<file path="src/rtl/dpi_pkt_sequencer_pkg.sv">
// Shared definitions for the DPI packet sequencer slice.
//   - default widths for the regex bank and the stream-id space
//   - minimum pipeline spacing constants enforced at elaboration
//   - sequencer FSM state encoding
//   - result record {sid, match} as seen by the result consumer
package dpi_pkt_sequencer_pkg;

  localparam int NUM_REGEX_DEF = 8;
  localparam int SID_W_DEF     = 6;

  // Engine wrappers register their inputs and outputs. Closer spacing
  // than this would let bytes or eop overtake the state restore.
  localparam int LOAD_GAP_MIN = 3;
  localparam int DRAIN_MIN    = 4;

  typedef enum logic [2:0] {
    ST_IDLE,
    ST_LOAD,
    ST_GAP,
    ST_STREAM,
    ST_DRAIN,
    ST_EOP
  } seq_state_t;

  typedef struct packed {
    logic [SID_W_DEF-1:0]     sid;
    logic [NUM_REGEX_DEF-1:0] match;
  } result_t;

endpackage

</file>
<file path="src/rtl/dpi_pkt_sequencer_if.sv">
// Packet ingress bus between the ingress FIFO (master) and the sequencer
// (slave). A beat transfers when pkt_vld & pkt_rdy. pkt_sid and
// pkt_sid_new are only meaningful on the beat carrying pkt_sop.
//   pkt_data    8      ingress byte
//   pkt_vld     1      beat valid
//   pkt_sop     1      first beat of packet
//   pkt_eop     1      last beat of packet
//   pkt_sid     SID_W  stream id
//   pkt_sid_new 1      stream not previously seen
//   pkt_rdy     1      sequencer accepts the beat
interface dpi_pkt_sequencer_if
  import dpi_pkt_sequencer_pkg::*;
#(
  parameter int SID_W = SID_W_DEF
);
  logic [7:0]       pkt_data;
  logic             pkt_vld;
  logic             pkt_sop;
  logic             pkt_eop;
  logic [SID_W-1:0] pkt_sid;
  logic             pkt_sid_new;
  logic             pkt_rdy;

  modport master (
    output pkt_data, pkt_vld, pkt_sop, pkt_eop, pkt_sid, pkt_sid_new,
    input  pkt_rdy
  );

  modport slave (
    input  pkt_data, pkt_vld, pkt_sop, pkt_eop, pkt_sid, pkt_sid_new,
    output pkt_rdy
  );
endinterface

</file>
<file path="src/rtl/dpi_enable_table.sv">
// Per-stream regex enable masks: 2**ADDR_W entries of DATA_W bits.
// Synchronous write, combinational read, cleared by reset. A read of the
// address being written in the same cycle returns the old contents.
//   clk, rst_n  clock, synchronous active-low reset
//   i_we        write strobe
//   i_waddr     write index
//   i_wdata     write mask
//   i_raddr     read index
//   o_rdata     mask stored at i_raddr
module dpi_enable_table #(
  parameter int ADDR_W = 6,
  parameter int DATA_W = 8
) (
  input  logic              clk,
  input  logic              rst_n,
  input  logic              i_we,
  input  logic [ADDR_W-1:0] i_waddr,
  input  logic [DATA_W-1:0] i_wdata,
  input  logic [ADDR_W-1:0] i_raddr,
  output logic [DATA_W-1:0] o_rdata
);

  logic [DATA_W-1:0] r_mem [2**ADDR_W];

  // NOTE: the table is a flop array, not a RAM macro, so it can be reset;
  // every stream must start with all regexes disabled.
  always_ff @(posedge clk) begin
    if (!rst_n) begin
      for (int i = 0; i < 2**ADDR_W; i++) r_mem[i] <= '0;
    end else if (i_we) begin
      r_mem[i_waddr] <= i_wdata;
    end
  end

  assign o_rdata = r_mem[i_raddr];

endmodule

</file>
<file path="src/rtl/dpi_pkt_sequencer.sv">
// Front-end sequencer for a bank of NUM_REGEX per-stream regex engines.
// Per packet: latch stream id and enable mask at sop, pulse load_state,
// wait LOAD_GAP cycles, stream bytes (1-cycle registered), wait DRAIN_CYC
// cycles after the last byte, pulse eop and capture fired & enable.
//   clk, rst_n          clock, synchronous active-low reset
//   pkt_if              ingress beats (slave side)
//   i_cfg_*             enable-table write port
//   o_load_state        restore pulse to engines, o_new_stream_id with it
//   o_stream_id         stream id held LOAD..EOP
//   o_enable            latched mask held LOAD..EOP
//   o_char_in(_vld)     byte stream to engines
//   o_eop               end-of-packet pulse to engines
//   i_fired             engine fired flags, sampled in the eop cycle
//   o_res_* / i_res_rdy result record with valid/ready handshake
//   o_pkt_cnt           completed packets (wraps)
//   o_drop_cnt          orphan beats dropped in IDLE (saturates)
module dpi_pkt_sequencer
  import dpi_pkt_sequencer_pkg::*;
#(
  parameter int NUM_REGEX = NUM_REGEX_DEF,
  parameter int SID_W     = SID_W_DEF,
  parameter int LOAD_GAP  = 3,
  parameter int DRAIN_CYC = 4
) (
  input  logic                 clk,
  input  logic                 rst_n,
  dpi_pkt_sequencer_if.slave   pkt_if,
  input  logic                 i_cfg_we,
  input  logic [SID_W-1:0]     i_cfg_addr,
  input  logic [NUM_REGEX-1:0] i_cfg_wdata,
  output logic                 o_load_state,
  output logic                 o_new_stream_id,
  output logic [SID_W-1:0]     o_stream_id,
  output logic [NUM_REGEX-1:0] o_enable,
  output logic [7:0]           o_char_in,
  output logic                 o_char_in_vld,
  output logic                 o_eop,
  input  logic [NUM_REGEX-1:0] i_fired,
  output logic                 o_res_vld,
  input  logic                 i_res_rdy,
  output logic [SID_W-1:0]     o_res_sid,
  output logic [NUM_REGEX-1:0] o_res_match,
  output logic [31:0]          o_pkt_cnt,
  output logic [15:0]          o_drop_cnt
);

  localparam int CNT_W = 8;

  if (LOAD_GAP < LOAD_GAP_MIN) begin : g_gap_chk
    $error("LOAD_GAP must be at least LOAD_GAP_MIN");
  end
  if (DRAIN_CYC < DRAIN_MIN) begin : g_drain_chk
    $error("DRAIN_CYC must be at least DRAIN_MIN");
  end
  if (LOAD_GAP >= 2**CNT_W || DRAIN_CYC >= 2**CNT_W) begin : g_cnt_chk
    $error("LOAD_GAP/DRAIN_CYC exceed the spacing counter range");
  end

  seq_state_t           r_state, w_state_nxt;
  logic [CNT_W-1:0]     r_cnt;
  logic [SID_W-1:0]     r_sid;
  logic                 r_new;
  logic [NUM_REGEX-1:0] r_en;
  logic [7:0]           r_hold;
  logic [7:0]           r_char;
  logic                 r_char_vld;
  logic                 r_eop_seen;
  logic                 r_live;
  logic                 r_res_vld;
  logic [SID_W-1:0]     r_res_sid;
  logic [NUM_REGEX-1:0] r_res_match;
  logic [31:0]          r_pkt_cnt;
  logic [15:0]          r_drop_cnt;

  logic                 w_pkt_rdy;
  logic                 w_accept;
  logic                 w_fire;
  logic [NUM_REGEX-1:0] w_tbl_mask;

  dpi_enable_table #(
    .ADDR_W (SID_W),
    .DATA_W (NUM_REGEX)
  ) u_enable_table (
    .clk     (clk),
    .rst_n   (rst_n),
    .i_we    (i_cfg_we),
    .i_waddr (i_cfg_addr),
    .i_wdata (i_cfg_wdata),
    .i_raddr (pkt_if.pkt_sid),
    .o_rdata (w_tbl_mask)
  );

  // r_live holds pkt_rdy low for the reset cycle itself so every output
  // reads 0 while rst_n is asserted. In STREAM, ready closes as soon as
  // the eop beat (held or accepted) is in.
  assign w_pkt_rdy = ((r_state == ST_IDLE) && r_live) ||
                     ((r_state == ST_STREAM) && !r_eop_seen);
  assign w_accept  = pkt_if.pkt_vld && w_pkt_rdy;

  // NOTE: state registers use non-blocking assignments so every flop
  // samples pre-edge values regardless of process ordering.
  always_ff @(posedge clk) begin
    if (!rst_n) r_state <= ST_IDLE;
    else        r_state <= w_state_nxt;
  end

  // NOTE: defaults first, so no path through the case leaves a signal
  // unassigned and infers a latch.
  always_comb begin
    w_state_nxt = r_state;
    w_fire      = 1'b0;
    unique case (r_state)
      ST_IDLE:   if (w_accept && pkt_if.pkt_sop) w_state_nxt = ST_LOAD;
      ST_LOAD:   w_state_nxt = ST_GAP;
      ST_GAP:    if (r_cnt == '0) w_state_nxt = ST_STREAM;
      // The last byte is on char_in this cycle once eop has been seen.
      ST_STREAM: if (r_eop_seen && r_char_vld) w_state_nxt = ST_DRAIN;
      ST_DRAIN:  if (r_cnt == '0) w_state_nxt = ST_EOP;
      ST_EOP: begin
        // A pop in the same cycle frees the result register for reuse.
        w_fire = !r_res_vld || i_res_rdy;
        if (w_fire) w_state_nxt = ST_IDLE;
      end
      default:   w_state_nxt = ST_IDLE;
    endcase
  end

  always_ff @(posedge clk) begin
    if (!rst_n) begin
      r_cnt       <= '0;
      r_sid       <= '0;
      r_new       <= 1'b0;
      r_en        <= '0;
      r_hold      <= '0;
      r_char      <= '0;
      r_char_vld  <= 1'b0;
      r_eop_seen  <= 1'b0;
      r_live      <= 1'b0;
      r_res_vld   <= 1'b0;
      r_res_sid   <= '0;
      r_res_match <= '0;
      r_pkt_cnt   <= '0;
      r_drop_cnt  <= '0;
    end else begin
      r_live     <= 1'b1;
      r_char_vld <= 1'b0;
      unique case (r_state)
        ST_IDLE: begin
          if (w_accept) begin
            if (pkt_if.pkt_sop) begin
              r_sid      <= pkt_if.pkt_sid;
              r_new      <= pkt_if.pkt_sid_new;
              r_en       <= w_tbl_mask;
              r_hold     <= pkt_if.pkt_data;
              r_eop_seen <= pkt_if.pkt_eop;
              // Counts down through LOAD and GAP; STREAM follows the
              // GAP cycle where it reads 0, i.e. LOAD_GAP after LOAD.
              r_cnt      <= CNT_W'(LOAD_GAP - 1);
            end else if (r_drop_cnt != 16'hFFFF) begin
              r_drop_cnt <= r_drop_cnt + 16'd1;
            end
          end
        end
        ST_LOAD: r_cnt <= r_cnt - CNT_W'(1);
        ST_GAP: begin
          if (r_cnt == '0) begin
            r_char     <= r_hold;
            r_char_vld <= 1'b1;
          end else begin
            r_cnt <= r_cnt - CNT_W'(1);
          end
        end
        ST_STREAM: begin
          // Any sop inside the packet is plain data here.
          if (w_accept) begin
            r_char     <= pkt_if.pkt_data;
            r_char_vld <= 1'b1;
            if (pkt_if.pkt_eop) r_eop_seen <= 1'b1;
          end
          // DRAIN lasts DRAIN_CYC-1 cycles so eop lands DRAIN_CYC after
          // the last byte.
          if (w_state_nxt == ST_DRAIN) r_cnt <= CNT_W'(DRAIN_CYC - 2);
        end
        ST_DRAIN: r_cnt <= r_cnt - CNT_W'(1);
        ST_EOP:   if (w_fire) r_pkt_cnt <= r_pkt_cnt + 32'd1;
        default: ;
      endcase

      if (w_fire) begin
        r_res_vld   <= 1'b1;
        r_res_sid   <= r_sid;
        r_res_match <= i_fired & r_en;
      end else if (i_res_rdy) begin
        r_res_vld <= 1'b0;
      end
    end
  end

  assign pkt_if.pkt_rdy  = w_pkt_rdy;
  assign o_load_state    = (r_state == ST_LOAD);
  assign o_new_stream_id = (r_state == ST_LOAD) && r_new;
  assign o_stream_id     = r_sid;
  assign o_enable        = r_en;
  assign o_char_in       = r_char;
  assign o_char_in_vld   = r_char_vld;
  assign o_eop           = w_fire;
  assign o_res_vld       = r_res_vld;
  assign o_res_sid       = r_res_sid;
  assign o_res_match     = r_res_match;
  assign o_pkt_cnt       = r_pkt_cnt;
  assign o_drop_cnt      = r_drop_cnt;

endmodule

</file>
<file path="src/flat_wrapper.sv">
// flat-port wrapper written by rule: the top's interface ports become plain ports
module dpi_pkt_sequencer_flat import dpi_pkt_sequencer_pkg::*;
#(
  parameter int NUM_REGEX = NUM_REGEX_DEF,
  parameter int SID_W     = SID_W_DEF,
  parameter int LOAD_GAP  = 3,
  parameter int DRAIN_CYC = 4
)
  (clk, rst_n, i_cfg_we, i_cfg_addr, i_cfg_wdata, o_load_state, o_new_stream_id, o_stream_id, o_enable, o_char_in, o_char_in_vld, o_eop, i_fired, o_res_vld, i_res_rdy, o_res_sid, o_res_match, o_pkt_cnt, o_drop_cnt, pkt_if_pkt_data, pkt_if_pkt_vld, pkt_if_pkt_sop, pkt_if_pkt_eop, pkt_if_pkt_sid, pkt_if_pkt_sid_new, pkt_if_pkt_rdy);
  dpi_pkt_sequencer_if #(.SID_W(SID_W)) pkt_if_i ();
  input  logic clk;
  input  logic rst_n;
  input  logic i_cfg_we;
  input  logic [SID_W-1:0] i_cfg_addr;
  input  logic [NUM_REGEX-1:0] i_cfg_wdata;
  output logic o_load_state;
  output logic o_new_stream_id;
  output logic [SID_W-1:0] o_stream_id;
  output logic [NUM_REGEX-1:0] o_enable;
  output logic [7:0] o_char_in;
  output logic o_char_in_vld;
  output logic o_eop;
  input  logic [NUM_REGEX-1:0] i_fired;
  output logic o_res_vld;
  input  logic i_res_rdy;
  output logic [SID_W-1:0] o_res_sid;
  output logic [NUM_REGEX-1:0] o_res_match;
  output logic [31:0] o_pkt_cnt;
  output logic [15:0] o_drop_cnt;
  input wire logic [$bits(pkt_if_i.pkt_data)-1:0] pkt_if_pkt_data;
  input wire logic [$bits(pkt_if_i.pkt_vld)-1:0] pkt_if_pkt_vld;
  input wire logic [$bits(pkt_if_i.pkt_sop)-1:0] pkt_if_pkt_sop;
  input wire logic [$bits(pkt_if_i.pkt_eop)-1:0] pkt_if_pkt_eop;
  input wire logic [$bits(pkt_if_i.pkt_sid)-1:0] pkt_if_pkt_sid;
  input wire logic [$bits(pkt_if_i.pkt_sid_new)-1:0] pkt_if_pkt_sid_new;
  output wire logic [$bits(pkt_if_i.pkt_rdy)-1:0] pkt_if_pkt_rdy;
  assign pkt_if_i.pkt_data = pkt_if_pkt_data;
  assign pkt_if_i.pkt_vld = pkt_if_pkt_vld;
  assign pkt_if_i.pkt_sop = pkt_if_pkt_sop;
  assign pkt_if_i.pkt_eop = pkt_if_pkt_eop;
  assign pkt_if_i.pkt_sid = pkt_if_pkt_sid;
  assign pkt_if_i.pkt_sid_new = pkt_if_pkt_sid_new;
  assign pkt_if_pkt_rdy = pkt_if_i.pkt_rdy;
  dpi_pkt_sequencer #(.NUM_REGEX(NUM_REGEX), .SID_W(SID_W), .LOAD_GAP(LOAD_GAP), .DRAIN_CYC(DRAIN_CYC)) u_core (.clk(clk), .rst_n(rst_n), .pkt_if(pkt_if_i), .i_cfg_we(i_cfg_we), .i_cfg_addr(i_cfg_addr), .i_cfg_wdata(i_cfg_wdata), .o_load_state(o_load_state), .o_new_stream_id(o_new_stream_id), .o_stream_id(o_stream_id), .o_enable(o_enable), .o_char_in(o_char_in), .o_char_in_vld(o_char_in_vld), .o_eop(o_eop), .i_fired(i_fired), .o_res_vld(o_res_vld), .i_res_rdy(i_res_rdy), .o_res_sid(o_res_sid), .o_res_match(o_res_match), .o_pkt_cnt(o_pkt_cnt), .o_drop_cnt(o_drop_cnt));
endmodule
</file>
<file path="config.mk">
export PLATFORM = sky130hd
export DESIGN_NAME = dpi_pkt_sequencer_flat
export DESIGN_NICKNAME = d
export VERILOG_FILES = /design/src/rtl/dpi_pkt_sequencer_pkg.sv /design/src/rtl/dpi_pkt_sequencer_if.sv /design/src/rtl/dpi_enable_table.sv /design/src/rtl/dpi_pkt_sequencer.sv /design/src/flat_wrapper.sv
export SDC_FILE = /design/constraint.sdc
export NUM_CORES = 1
export LEC_CHECK = 0
export CAP_MARGIN = 20
export CELL_PAD_IN_SITES_DETAIL_PLACEMENT = 2
export CELL_PAD_IN_SITES_GLOBAL_PLACEMENT = 2
export CORE_ASPECT_RATIO = 1.4
export CORE_MARGIN = 2
export CORE_UTILIZATION = 25
export CTS_CLUSTER_SIZE = 40
export DETAILED_ROUTE_END_ITERATION = 8
export PLACE_DENSITY_LB_ADDON = 0.1
export SETUP_SLACK_MARGIN = 0.05
export SYNTH_ARGS = -nofsm -noshare
export SYNTH_HDL_FRONTEND = slang
export SYNTH_HIERARCHICAL = 1
export SYNTH_SLANG_ARGS = --single-unit
export TNS_END_PERCENT = 30
</file>
<file path="constraint.sdc">
create_clock -name clk -period 6.1 [get_ports clk]
set_clock_uncertainty 0.15 [all_clocks]
set_input_delay 1.22 -clock clk [delete_from_list [all_inputs] [get_ports clk]]
set_output_delay 1.22 -clock clk [all_outputs]
set_load 0.02 [all_outputs]
</file>
==> out/summary.txt <==
Most common cell after layout, fill and taps aside = and2_1
Asr flop ratio synth = 0
Pre-CTS WS = 1.24 ns
VDD IR-drop max = 0.187 mV
Final setup vio count = 0
Max Cap Violations = 0
Number of global-route vias before repair = 20.4k
Sum of negative setup slack = 0 ns
Nets in the synthesized netlist = 2,224
Post-Synthesis Cell Area = 28,800 µm²
Core Footprint = 114,000 µm²
Sequential area share after synthesis = 0.610
Warning count from the yosys run = 6
Most used DFF post-synth = edfxtp_1
Routed wirelength normalized by instance count = 26.1 µm
Actual slew at the worst max-slew pin = 1.05 ns
Total vias in the final route = 18.4k
Number of synthesized flops with an enable pin = 512
Row cnt = 147
Data arrival time at the worst-slack endpoint = 3.45 ns
H-tree Lvls = 3
Root buf cell = clkbuf_16
Die H = 405 µm
Share of cells above drive strength 1 = 0.156
Width of the die = 291 µm
Overflow after GRT = 0
Final number of max-transition violations = 0
Category of the worst setup path launch point = input pin
Number of hold-repair buffers added at the cts stage = 0
Iteration-0 DRC count of the detailed router = 877
Nets@finish = 2,357
Pin count of the biggest net entering global routing = 76
Total wire length = 101,000 µm
First-pass detailed-route iteration total = 4
Post-Syn Instances = 2,177
Skew-Pair Late Insertion Delay = 0.67 ns
Clock net sink count = 620
Wire length of the first global-routing pass = 146,000 µm
Port Buffers = 133
Number of top-level pins = 134
Final routed DRC violation total = 0
Hold Crit Class = register to register
Crit path setup slack, layout = 1.28 ns
Ratio of routed vias to standard cells = 4.76
Synth cell types = 59
Worst Path Required = 4.73 ns
Final critical-path required period = 4.82 ns
Layout overhead on the synthesized area = 19.1%
Final count of hold timing violations = 0
Run status = finished clean
Post-route antenna net violation count = 0
Leakage = 11.4 nW
Area contributors post-synth = edfxtp_1 53%, and2_1 11%, mux4_2 10%
Clock Path Buffers = 3
Register bit count reported by yosys = 620
Endpoint class of the critical path = primary output
Max-slew headroom = 0.290
Total power density per cell area = 296 nW/µm²
Global-route usage over all layers = 0.172
Most used cells in the layout excluding fill and tap cells = 520 x and2_1, 512 x edfxtp_1, 132 x mux4_2, 120 x clkdlybuf4s50_1, 117 x nand2_1
Antenna violations before repair = 1
Share of the synthesized area in the top cell type = 0.534
RSZ-0062 raised after global routing = false
Post-CTS Resized = 0
TritonCTS clock tree = done
Worst-path maximum fanout = 17
Number of buffers inserted to repair setup after CTS = 0
Placer's final routability congestion estimate = 0.737
Number of buffers inserted during clock tree synthesis = 73
Post-DP HPWL = 67,100 µm
Clock-pin transition on the worst setup and hold timing paths = 0.05 ns
Die ar. = 118,000 µm²
Starting Density = 0.251
Per-instance average area after synthesis = 13.2 µm²
Cell type contributing the most total cell area after synthesis = edfxtp_1
Critical path type = input pin to primary output
Final clock period utilization by the worst path = 0.790
Achievable clock frequency = 208 MHz
-- worst paths after layout --
path | from | endpoint | slack, ns | depth (start not counted)
worst min-delay path | u_core/o_res_sid[5]$_SDFFE_PN0P_ | u_core/o_res_sid[5]$_SDFFE_PN0P_ | 0.31 | 2
worst min register to register | u_core/o_res_sid[5]$_SDFFE_PN0P_ | u_core/o_res_sid[5]$_SDFFE_PN0P_ | 0.31 | 2
worst max-delay path | i_res_rdy | o_eop | 1.28 | 7
worst max register to register | u_core/r_cnt[0]$_SDFFE_PN0P_ | u_core/r_cnt[6]$_SDFFE_PN0P_ | 3.26 | 7
-- final cells by class --
cell class	count	area (µm²)
sequential	620	17500
timing repair buffer	229	1990
tap	1490	1860
clock buffer	92	1930
inverter	13	48.8
fill	11900	80100
antenna	3	7.51
clock inverter	43	469
multi-input combinational	1373	10400
-- critical path: stages --
cell and delay (ns):
clkdlybuf4s50_1 0.42, nand2b_1 0.16, buf_4 0.18, nand3_1 0.09
buf_4 0.23, clkinv_1 0.44, clkdlybuf4s50_1 0.69
-- state kept, by name, indices dropped and copies added, names as in the netlist, 3 cells and up --
register and cells:
u_core/r_hold 8, u_core/o_res_match 8, u_core/o_char_in 8, u_core/r_state 3, u_core/o_res_sid 6, u_core/r_cnt 8
u_core/u_enable_table/r_mem 512, u_core/o_drop_cnt 16, u_core/o_pkt_cnt 32, u_core/o_enable 8, u_core/o_stream_id 6
-- synth_stat cells (5+ instances only) --
cell type	number
buf_6	11
xor2_1	6
nand4_1	14
nor4_1	22
o21ai_0	86
a211oi_1	8
a21oi_1	81
o31ai_1	20
clkbuf_1	123
nand3b_1	7
nor2_1	100
mux4_2	132
dfxtp_1	108
o211ai_1	5
or3_1	11
buf_1	12
and2_1	520
nor2b_1	7
o22ai_1	15
buf_2	17
o41ai_1	6
mux2i_1	50
nor3_1	11
nand2b_1	30
o311a_1	8
edfxtp_1	512
mux2_2	5
o21ai_1	7
buf_4	8
a32o_1	5
and4_1	8
nand3_1	30
inv_1	12
or4_1	22
nand2_1	117
-- per-stage QoR --
step,utilization,total power [W],std cells,instance area [µm²],hold WS [ns]
after floorplan,-,0.00536,2177,28800,0.282
after global placement,0.277,0.00577,3698,31700,0.288
after detailed placement,0.277,0.00579,3701,31700,0.302
after CTS,0.298,0.0103,3836,34100,0.310
after global routing,0.299,0.0105,3860,34300,0.332
final,0.300,0.0101,3863,34300,0.306
-- logic make-up (layout without fill, tap and decap cells) --
group	count (synthesis)	in the layout	share of synthesized area
fa+ha+maj	3	3	0.00130
other cells	0	3	0
xor+xnor	7	7	0.00213
flops	620	620	0.610
compound gates	255	255	0.0525
mux	187	187	0.123
buf+inv	184	377	0.0287
simple gates	921	921	0.183
-- layer usage --
layer | GRT usage | up-vias | routed length, µm
li1 | - | 8288 | -
met1 | 0.196 | 9665 | 40800
met4 | 0.0643 | 0 | 3230
met5 | 0 | - | 0
met2 | 0.325 | 326 | 54000
met3 | 0.0218 | 128 | 2870
-- power by group --
group | switching, W | internal [W] | leakage, nW
Combinational | 0.000510 | 0.000296 | 4.52
Clock | 0.00187 | 0.00260 | 1.15
Sequential | 0.0000994 | 0.00477 | 5.74
No activity file was read; power rests on OpenSTA's default activity.
